[src/rtl/noc_pkg.sv]
// Shared NoC router types and defaults: flit width, FIFO depth and output directions.
package noc_pkg;

  localparam int NOC_DATA_WIDTH = 32;
  localparam int NOC_FIFO_DEPTH = 4;
  localparam int NUM_DIRS       = 5;

  typedef enum logic [2:0] {
    DIR_N,
    DIR_E,
    DIR_W,
    DIR_S,
    DIR_L
  } dir_e;

endpackage

[src/rtl/fifo_cts_handshake.sv]
// Receive side of the RTS/DCTS link handshake: one registered CTS pulse per accepted flit.
module fifo_cts_handshake (
  input  logic clk,
  input  logic rst,
  input  logic drts,
  input  logic full,
  output logic cts,
  output logic write
);

  // ~cts forces a low cycle between grants, so each RTS yields exactly one write.
  // NOTE: state registers use non-blocking assignments so every flop samples pre-edge values.
  always_ff @(posedge clk or posedge rst) begin
    if (rst) cts <= 1'b0;
    else     cts <= drts & ~cts & ~full;
  end

  assign write = drts & cts;

endmodule

[src/rtl/router_input_fifo.sv]
// Router input port: CTS handshake plus a show-ahead circular FIFO popped by five arbiters.
// Define ROUTER_FIFO_ERR_EN to add a sticky err output for illegal pops/writes.
module router_input_fifo
  import noc_pkg::*;
#(
  parameter int DATA_WIDTH = NOC_DATA_WIDTH,
  parameter int DEPTH      = NOC_FIFO_DEPTH,
  parameter int PTR_W      = $clog2(DEPTH)
) (
  input  logic                  clk,
  input  logic                  rst,
  input  logic                  DRTS,
  input  logic [DATA_WIDTH-1:0] RX,
  output logic                  CTS,
  input  logic                  read_en_N,
  input  logic                  read_en_E,
  input  logic                  read_en_W,
  input  logic                  read_en_S,
  input  logic                  read_en_L,
  output logic [DATA_WIDTH-1:0] Data_out,
  output logic                  empty,
  output logic                  full,
`ifdef ROUTER_FIFO_ERR_EN
  output logic [PTR_W:0]        count,
  output logic                  err
`else
  output logic [PTR_W:0]        count
`endif
);

  localparam logic [PTR_W:0] FULL_COUNT = (PTR_W+1)'(DEPTH);

  logic [DATA_WIDTH-1:0] mem [DEPTH];
  logic [PTR_W-1:0]      wr_ptr;
  logic [PTR_W-1:0]      rd_ptr;
  logic [NUM_DIRS-1:0]   read_en;
  logic                  write;
  logic                  read;

  fifo_cts_handshake u_handshake (
    .clk   (clk),
    .rst   (rst),
    .drts  (DRTS),
    .full  (full),
    .cts   (CTS),
    .write (write)
  );

  always_comb begin
    read_en         = '0;
    read_en[DIR_N]  = read_en_N;
    read_en[DIR_E]  = read_en_E;
    read_en[DIR_W]  = read_en_W;
    read_en[DIR_S]  = read_en_S;
    read_en[DIR_L]  = read_en_L;
  end

  // Any combination of enables is a single pop; pops on empty are dropped.
  assign read = (|read_en) & ~empty;

  // NOTE: storage has no reset; pointers and count alone define which entries are valid.
  always_ff @(posedge clk) begin
    if (write) mem[wr_ptr] <= RX;
  end

  always_ff @(posedge clk or posedge rst) begin
    if (rst) begin
      wr_ptr <= '0;
      rd_ptr <= '0;
      count  <= '0;
    end else begin
      if (write) wr_ptr <= wr_ptr + PTR_W'(1);
      if (read)  rd_ptr <= rd_ptr + PTR_W'(1);
      case ({write, read})
        2'b10:   count <= count + (PTR_W+1)'(1);
        2'b01:   count <= count - (PTR_W+1)'(1);
        default: count <= count;
      endcase
    end
  end

  assign Data_out = mem[rd_ptr];
  assign empty    = (count == '0);
  assign full     = (count == FULL_COUNT);

`ifdef ROUTER_FIFO_ERR_EN
  always_ff @(posedge clk or posedge rst) begin
    if (rst) begin
      err <= 1'b0;
    end else if (((|read_en) && empty) ||
                 ($countones(read_en) > 1) ||
                 (write && full)) begin
      err <= 1'b1;
    end
  end
`endif

endmodule

[config.mk]
export PLATFORM = sky130hd
export DESIGN_NAME = router_input_fifo
export DESIGN_NICKNAME = d
export VERILOG_FILES = /design/src/rtl/noc_pkg.sv /design/src/rtl/fifo_cts_handshake.sv /design/src/rtl/router_input_fifo.sv
export SDC_FILE = /design/constraint.sdc
export NUM_CORES = 1
export LEC_CHECK = 0
export CORE_MARGIN = 5
export CORE_UTILIZATION = 48
export DETAILED_ROUTE_END_ITERATION = 6
export PLACE_DENSITY = 0.7
export SETUP_SLACK_MARGIN = 0.5
export SLEW_MARGIN = 15
export SYNTH_ARGS = -nofsm -noshare
export SYNTH_HDL_FRONTEND = slang
export SYNTH_SLANG_ARGS = --single-unit
[constraint.sdc]
create_clock -name clk -period 2.6 [get_ports clk]
set_input_delay 0.78 -clock clk [delete_from_list [all_inputs] [get_ports clk]]
set_output_delay 0.78 -clock clk [all_outputs]
set_load 0.02 [all_outputs]
==> impl_metrics.ini, run 1 <==
[pwr]
powerDensity_nw_per_um2 = 1110
pwr-share-seq_pct = 36.8
power.clock.fraction_pct = 27.5
intPower_mw = 5.37
p_leak_nw = 2.43
switchingPower_mw = 2.19
total_power_mw = 7.56
p_sw_share_pct = 29.0
peakVddDrop_v = 0.000605
comb_power_share_pct = 35.7

[yosys]
yosysUniqueCellTypes = 22
synth_top_area_share_pct = 75.0
synth_most_common_cell = edfxtp_1
synth_area_per_cell_um2 = 24.4
yosysSeqAreaShare_pct = 78.9
synth_area_leader_cell = edfxtp_1
ys.warnings.count = 0
synth_nets = 256
synthFlopType = edfxtp_1
yosys-top-cells-area = edfxtp_1 75%, mux4_2 13%, dfrtp_1 3.9%, mux4_1 1.5%, ha_1 1.2%
yosys_register_bits = 136
syn_inst = 210
synth_edf_count = 128
synth_common_cells = 128 x edfxtp_1, 29 x mux4_2, 8 x dfrtp_1
ys_async_sr_fraction_pct = 5.88
syn_area_um2 = 5130

[setup_path]
worstPathRequired_ns = 1.82
crit_path_end_kind = primary output
crit_path_start = rd_ptr[0]$_DFFE_PP0P_
cp_num_buf_inv = 3
cp.arrival_ns = 1.93
ff2ff_setup_slack_ns = 0.65
cpPeakStageDelay_ns = 0.53
cp_cell_sequence = buf_6 > buf_16 > mux4_2 > buf_6
path_common_cell = buf_6
startpoint_type = flip-flop
critPathMaxFanout = 6
r2r_cells = 10
crit_type = reg2out
timing.rr.end = count[2]$_DFFE_PP0P_
cp-endpoint = Data_out[31]
cp_num_cells = 4
cp_top_family = multiplexers
r2r_start = count[1]$_DFFE_PP0P_
cpMaxStageDelayCell = mux4_2

[sta]
slew_headroom_pct = 75.8
finalCriticalPeriod_ns = 2.71
fmax_mhz = 370
rsz0062_at_grt = true
skew_ns = 0.00803
fin_ws_ns = -0.106
finalMaxSlewViolations = 0
worst_pin_slew_ns = 0.362
period_share_pct = 104
setup_viol_count_final = 17
timing_hold_violations_final = 0

[clock_tree]
clkTransAtPathRegs_ns = 0.06
clk_latency_ns = 0.50
clock_sinks = 136
cts_buffers = 17
postCtsHoldBufs = 0
cts.path.max_buffers = 2
cts_tree = yes
cts.htree.levels = 4
cts_root_buffer = clkbuf_8

[drt]
dr.pass1.iters = 4
routed_wl_mm = 9.20
via_per_inst = 5.24
drtIter0Drc = 124
drc = 0
ant_nets = 0
wire_per_inst_um = 19.7
vias = 2454

[die]
pin_count = 78
design.core.area_um2 = 10400
die_h_um = 113
start_util_pct = 49.4
dieArea_um2 = 12800
die_w_um = 113
std_cell_rows = 37

[grt]
grt_pass1_vias = 2792
grt_use_total_pct = 15.6
antenna_found_initial = 0
grt_pass1_wl_mm = 14.7
grt_start_max_net_pins = 24
grt_overflow = 0

[outcome]
status = finished with violations
violations = negative setup slack

[place]
gp_congestion = 0.703
dp_hpwl_mm = 5.68
place_ws_ns = 0.00371
port_buffers = 77

[final_layout]
area_delta_synth_final_pct = 32.8
drive_gt1_share_pct = 41.3
nets = 371
diodes = 0
post-route-util_pct = 65.6

[min_path]
hold_class = reg2reg

[job]
maxCapViolCount = 0
-- metrics by stage --
step	setup TNS, ns	hold WS, ns	area (um2)	std cells
3_3_place_gp	0	0.523	6190	431
6_report	-0.952	0.527	6810	468
3_5_place_dp	0	0.544	6190	431
2_1_floorplan	0	0.498	5140	210
5_1_grt	-3.53	0.557	6810	468
4_1_cts	-1.97	0.528	6760	466
-- layout make-up --
class | count | area (um2)
flip-flops and latches | 136 | 4050
repair buffers | 104 | 1050
well taps | 136 | 170
fillers | 687 | 3560
inverters | 7 | 28.8
clock buffers | 18 | 418
multi-input cells | 59 | 1010
clock inverters | 8 | 86.3
-- placed cells by master, fill, tap and decap left out, drive strengths merged --
cell | netlist | layout
mux4 | 32 | 32
xnor2 | 3 | 3
edfxtp | 128 | 128
nand2 | 1 | 1
a21oi | 1 | 1
mux2 | 1 | 1
clkdlybuf4s50 | 0 | 34
clkdlybuf4s15 | 0 | 1
nor2 | 2 | 2
clkbuf | 1 | 20
nor3 | 2 | 2
a211oi | 1 | 1
inv | 7 | 7
dfrtp | 8 | 8
buf | 7 | 62
ha | 5 | 5
fa | 1 | 1
nor3b | 1 | 1
clkinv | 0 | 6
and3 | 5 | 5
dlymetal6s2s | 0 | 5
mux2i | 1 | 1
xor2 | 3 | 3
bufinv | 0 | 2
-- worst min-delay path by stage --
stage                                         start                         to  slack (ns)  cells past startpoint
final                     u_handshake.cts$_DFF_PP0_  u_handshake.cts$_DFF_PP0_        0.53                      1
after floorplan               wr_ptr[0]$_DFFE_PP0P_      wr_ptr[0]$_DFFE_PP0P_        0.50                      1
after detailed placement       count[2]$_DFFE_PP0P_       count[2]$_DFFE_PP0P_        0.54                      1
after global routing                            rst       count[1]$_DFFE_PP0P_        0.56                      2
after CTS                                       rst       count[1]$_DFFE_PP0P_        0.53                      2
after global placement        wr_ptr[0]$_DFFE_PP0P_      wr_ptr[0]$_DFFE_PP0P_        0.52                      1
-- power groups by stage --
stage	Sequential, mW	Clock, mW	Combinational (mW)
2_1_floorplan	2.80	0	1.55
3_3_place_gp	2.80	0	2.55
3_5_place_dp	2.81	0	2.57
6_report	2.78	2.08	2.70
4_1_cts	2.78	2.12	2.68
5_1_grt	2.80	2.23	2.89
-- layer usage --
metal	GRT usage, %	up-vias	share of wire [%]
met5	0	-	0
met4	4.81	0	0.66
met3	6.74	4	6.2
met2	25.3	73	51
met1	19.2	1277	42
li1	-	1100	-
-- logic make-up (layout without fill, tap and decap cells) --
kind of cell             count (synthesis)  in the layout  share of synthesized area [%]
XOR/XNOR                                 6              6                           1.03
AND/OR/NAND/NOR                         11             11                           1.17
multiplexers                            34             34                           14.7
AO/OA/AOI/OAI                            2              2                          0.342
buffers and inverters                   15            137                           2.27
flip-flops                             136            136                           78.9
adder cells (fa/ha/maj)                  6              6                           1.61
-- timing repair --
action                     CTS  global route
gates cloned                 1             0
buffers inserted             8             2
pin swaps                    1             7
resized for setup          190            21
setup endpoints to repair   38            38
-- registers in the layout (all words and copies together) (netlist names) --
name and count:
mem 128, count 3, rd_ptr 2, wr_ptr 2
u_handshake.cts 1
No activity file was read; power rests on OpenSTA's default activity.
==> run 2: changes to the inputs <==
- PLACE_DENSITY: 0.7 -> 0.81
==> impl_metrics.ini, run 2 (synthesis results as in run 1) <==
[outcome]
status = finished with violations
violations = negative setup slack

[grt]
grt_use_total_pct = 15.3
antenna_found_initial = 0
grt_start_max_net_pins = 33
grt_overflow = 0
grt_pass1_wl_mm = 14.6
grt_pass1_vias = 2721

[die]
pin_count = 78
die_h_um = 113
std_cell_rows = 37
dieArea_um2 = 12800
design.core.area_um2 = 10400
start_util_pct = 49.4
die_w_um = 113

[final_layout]
seqCellArea_um2 = 4050
num-fill-cells = 697
largest_reg_flops = 128
fin_cells = 471
multi_input_area_um2 = 1030
reg_top3 = mem x128, count x3
diodes = 0
nets = 368
drive_gt1_share_pct = 42.7
final_area_um2 = 7030
largest_register = mem
area_delta_synth_final_pct = 37.1
layout_commonest_cell = edfxtp_1
layout_common_cells = 128 x edfxtp_1, 37 x buf_6, 34 x clkdlybuf4s50_1, 30 x mux4_2, 16 x clkbuf_16

[setup_path]
cp.arrival_ns = 1.89
cpPeakStageDelay_ns = 0.51
cp_cell_sequence = buf_6 > buf_16 > mux4_2 > buf_6
timing.rr.end = count[2]$_DFFE_PP0P_
crit_path_end_kind = primary output
path_common_cell = buf_6
crit_type = reg2out
critPathMaxFanout = 8
r2r_start = count[0]$_DFFE_PP0P_
r2r_cells = 10
cpMaxStageDelayCell = mux4_2
worstPathRequired_ns = 1.82
startpoint_type = flip-flop
ff2ff_setup_slack_ns = 0.69

[clock_tree]
clkTransAtPathRegs_ns = 0.06
cts_buffers = 17
clk_latency_ns = 0.50
cts_tree = yes
clock_sinks = 136
cts.path.max_buffers = 2
cts.htree.levels = 4
cts_root_buffer = clkbuf_8
postCtsHoldBufs = 0

[sta]
finalCriticalPeriod_ns = 2.67
period_share_pct = 103
setup_viol_count_final = 24
worst_pin_slew_ns = 0.320
fin_ws_ns = -0.0717
skew_ns = 0.00577
fmax_mhz = 374
timing_hold_violations_final = 0
slew_headroom_pct = 78.6
finalMaxSlewViolations = 0
rsz0062_at_grt = true

[place]
dpl_cell_area_um2 = 6150
port_buffers = 77
dp_cells = 425
gp_congestion = 0.708
dp_hpwl_mm = 5.22

[drt]
via_per_inst = 5.19
ant_nets = 0
wire_per_inst_um = 19.2
routed_wl_mm = 9.05
drtIter0Drc = 118
vias = 2443
dr.pass1.iters = 6
drc = 0

[pwr]
p_leak_nw = 2.50
peakVddDrop_v = 0.000821
total_power_mw = 8.17
powerDensity_nw_per_um2 = 1160

[job]
maxCapViolCount = 0

[min_path]
min_from = rd_ptr[1]$_DFFE_PP0P_
whs_endpoint = rd_ptr[1]$_DFFE_PP0P_
hold_class = reg2reg
hold_depth = 1
## run 2: cell count changes in the layout (fill, tap and decap cells not counted), moves of 2 or more
cell / before / now
inv_8: 0 / 2
bufinv_16: 2 / 4
inv_6: 0 / 4
buf_6: 21 / 37
clkinv_2: 3 / 0
clkinv_1: 3 / 1
clkinv_4: 0 / 3
buf_4: 15 / 11
buf_12: 8 / 6
buf_2: 17 / 2
## run 2: worst max path at each step
stage	start	slack (ns)	cells after the start	end
4_1_cts	rd_ptr[0]$_DFFE_PP0P_	-0.10	4	Data_out[4]
3_3_place_gp	read_en_S	0.05	9	count[2]$_DFFE_PP0P_
6_report	rd_ptr[0]$_DFFE_PP0P_	-0.07	4	Data_out[20]
3_5_place_dp	read_en_L	-0.03	9	count[2]$_DFFE_PP0P_
5_1_grt	rd_ptr[0]$_DFFE_PP0P_	-0.15	4	Data_out[14]
2_1_floorplan	read_en_S	0.54	8	count[2]$_DFFE_PP0P_
## run 2: area by class of cell
cell class	count	share of cell area, %
Multi-Input combinational cell	59	14.6
Timing Repair Buffer	101	16.0
Sequential cell	136	57.6
Inverter	7	0.410
Clock buffer	17	5.89
Tap cell	136	2.42
Clock inverter	15	3.06
## run 2: metal layers
metal  part of all wire, %  track usage [%]
met5                     0                0
met4                   1.3             5.85
met2                    52             24.6
met3                   5.4             5.13
met1                    42             19.3
## run 2: stage by stage
step	setup TNS [ns]	util [%]	hold slack (ns)	setup WS [ns]
floorplan	0	-	0.498	0.545
global placement	0	59.3	0.490	0.0472
detailed placement	-0.0282	59.3	0.490	-0.0282
CTS	-1.97	67.1	0.501	-0.102
global route	-3.25	67.8	0.517	-0.149
finish	-1.35	67.8	0.499	-0.0717
## run 2: power breakdown
group | switching [mW] | internal (mW) | leakage [nW]
sequential | 0.127 | 2.65 | 1.25
combinational | 1.32 | 1.56 | 0.951
clock | 0.916 | 1.58 | 0.305
total | 2.37 | 5.80 | 2.50
## run 2: repair_timing
action	CTS	global route
setup buffers	9	3
gates cloned	2	0
resized for setup	221	17
setup endpoints to repair	38	37
pin swaps	1	7
## run 2: critical path: cells and delay by family, from the launching register on
| kind | cells | cell delay [ns] |
|---|---|---|
| flops | 1 | 0.45 |
| buf+inv | 3 | 0.44 |
| mux | 1 | 0.51 |
==> run 3: changes to the inputs <==
- CAP_MARGIN: default -> 10
- SLEW_MARGIN: 15 -> 30
==> results of run 3 <==
Same layout as run 2: the final DEF is identical, and so are final timing and power.
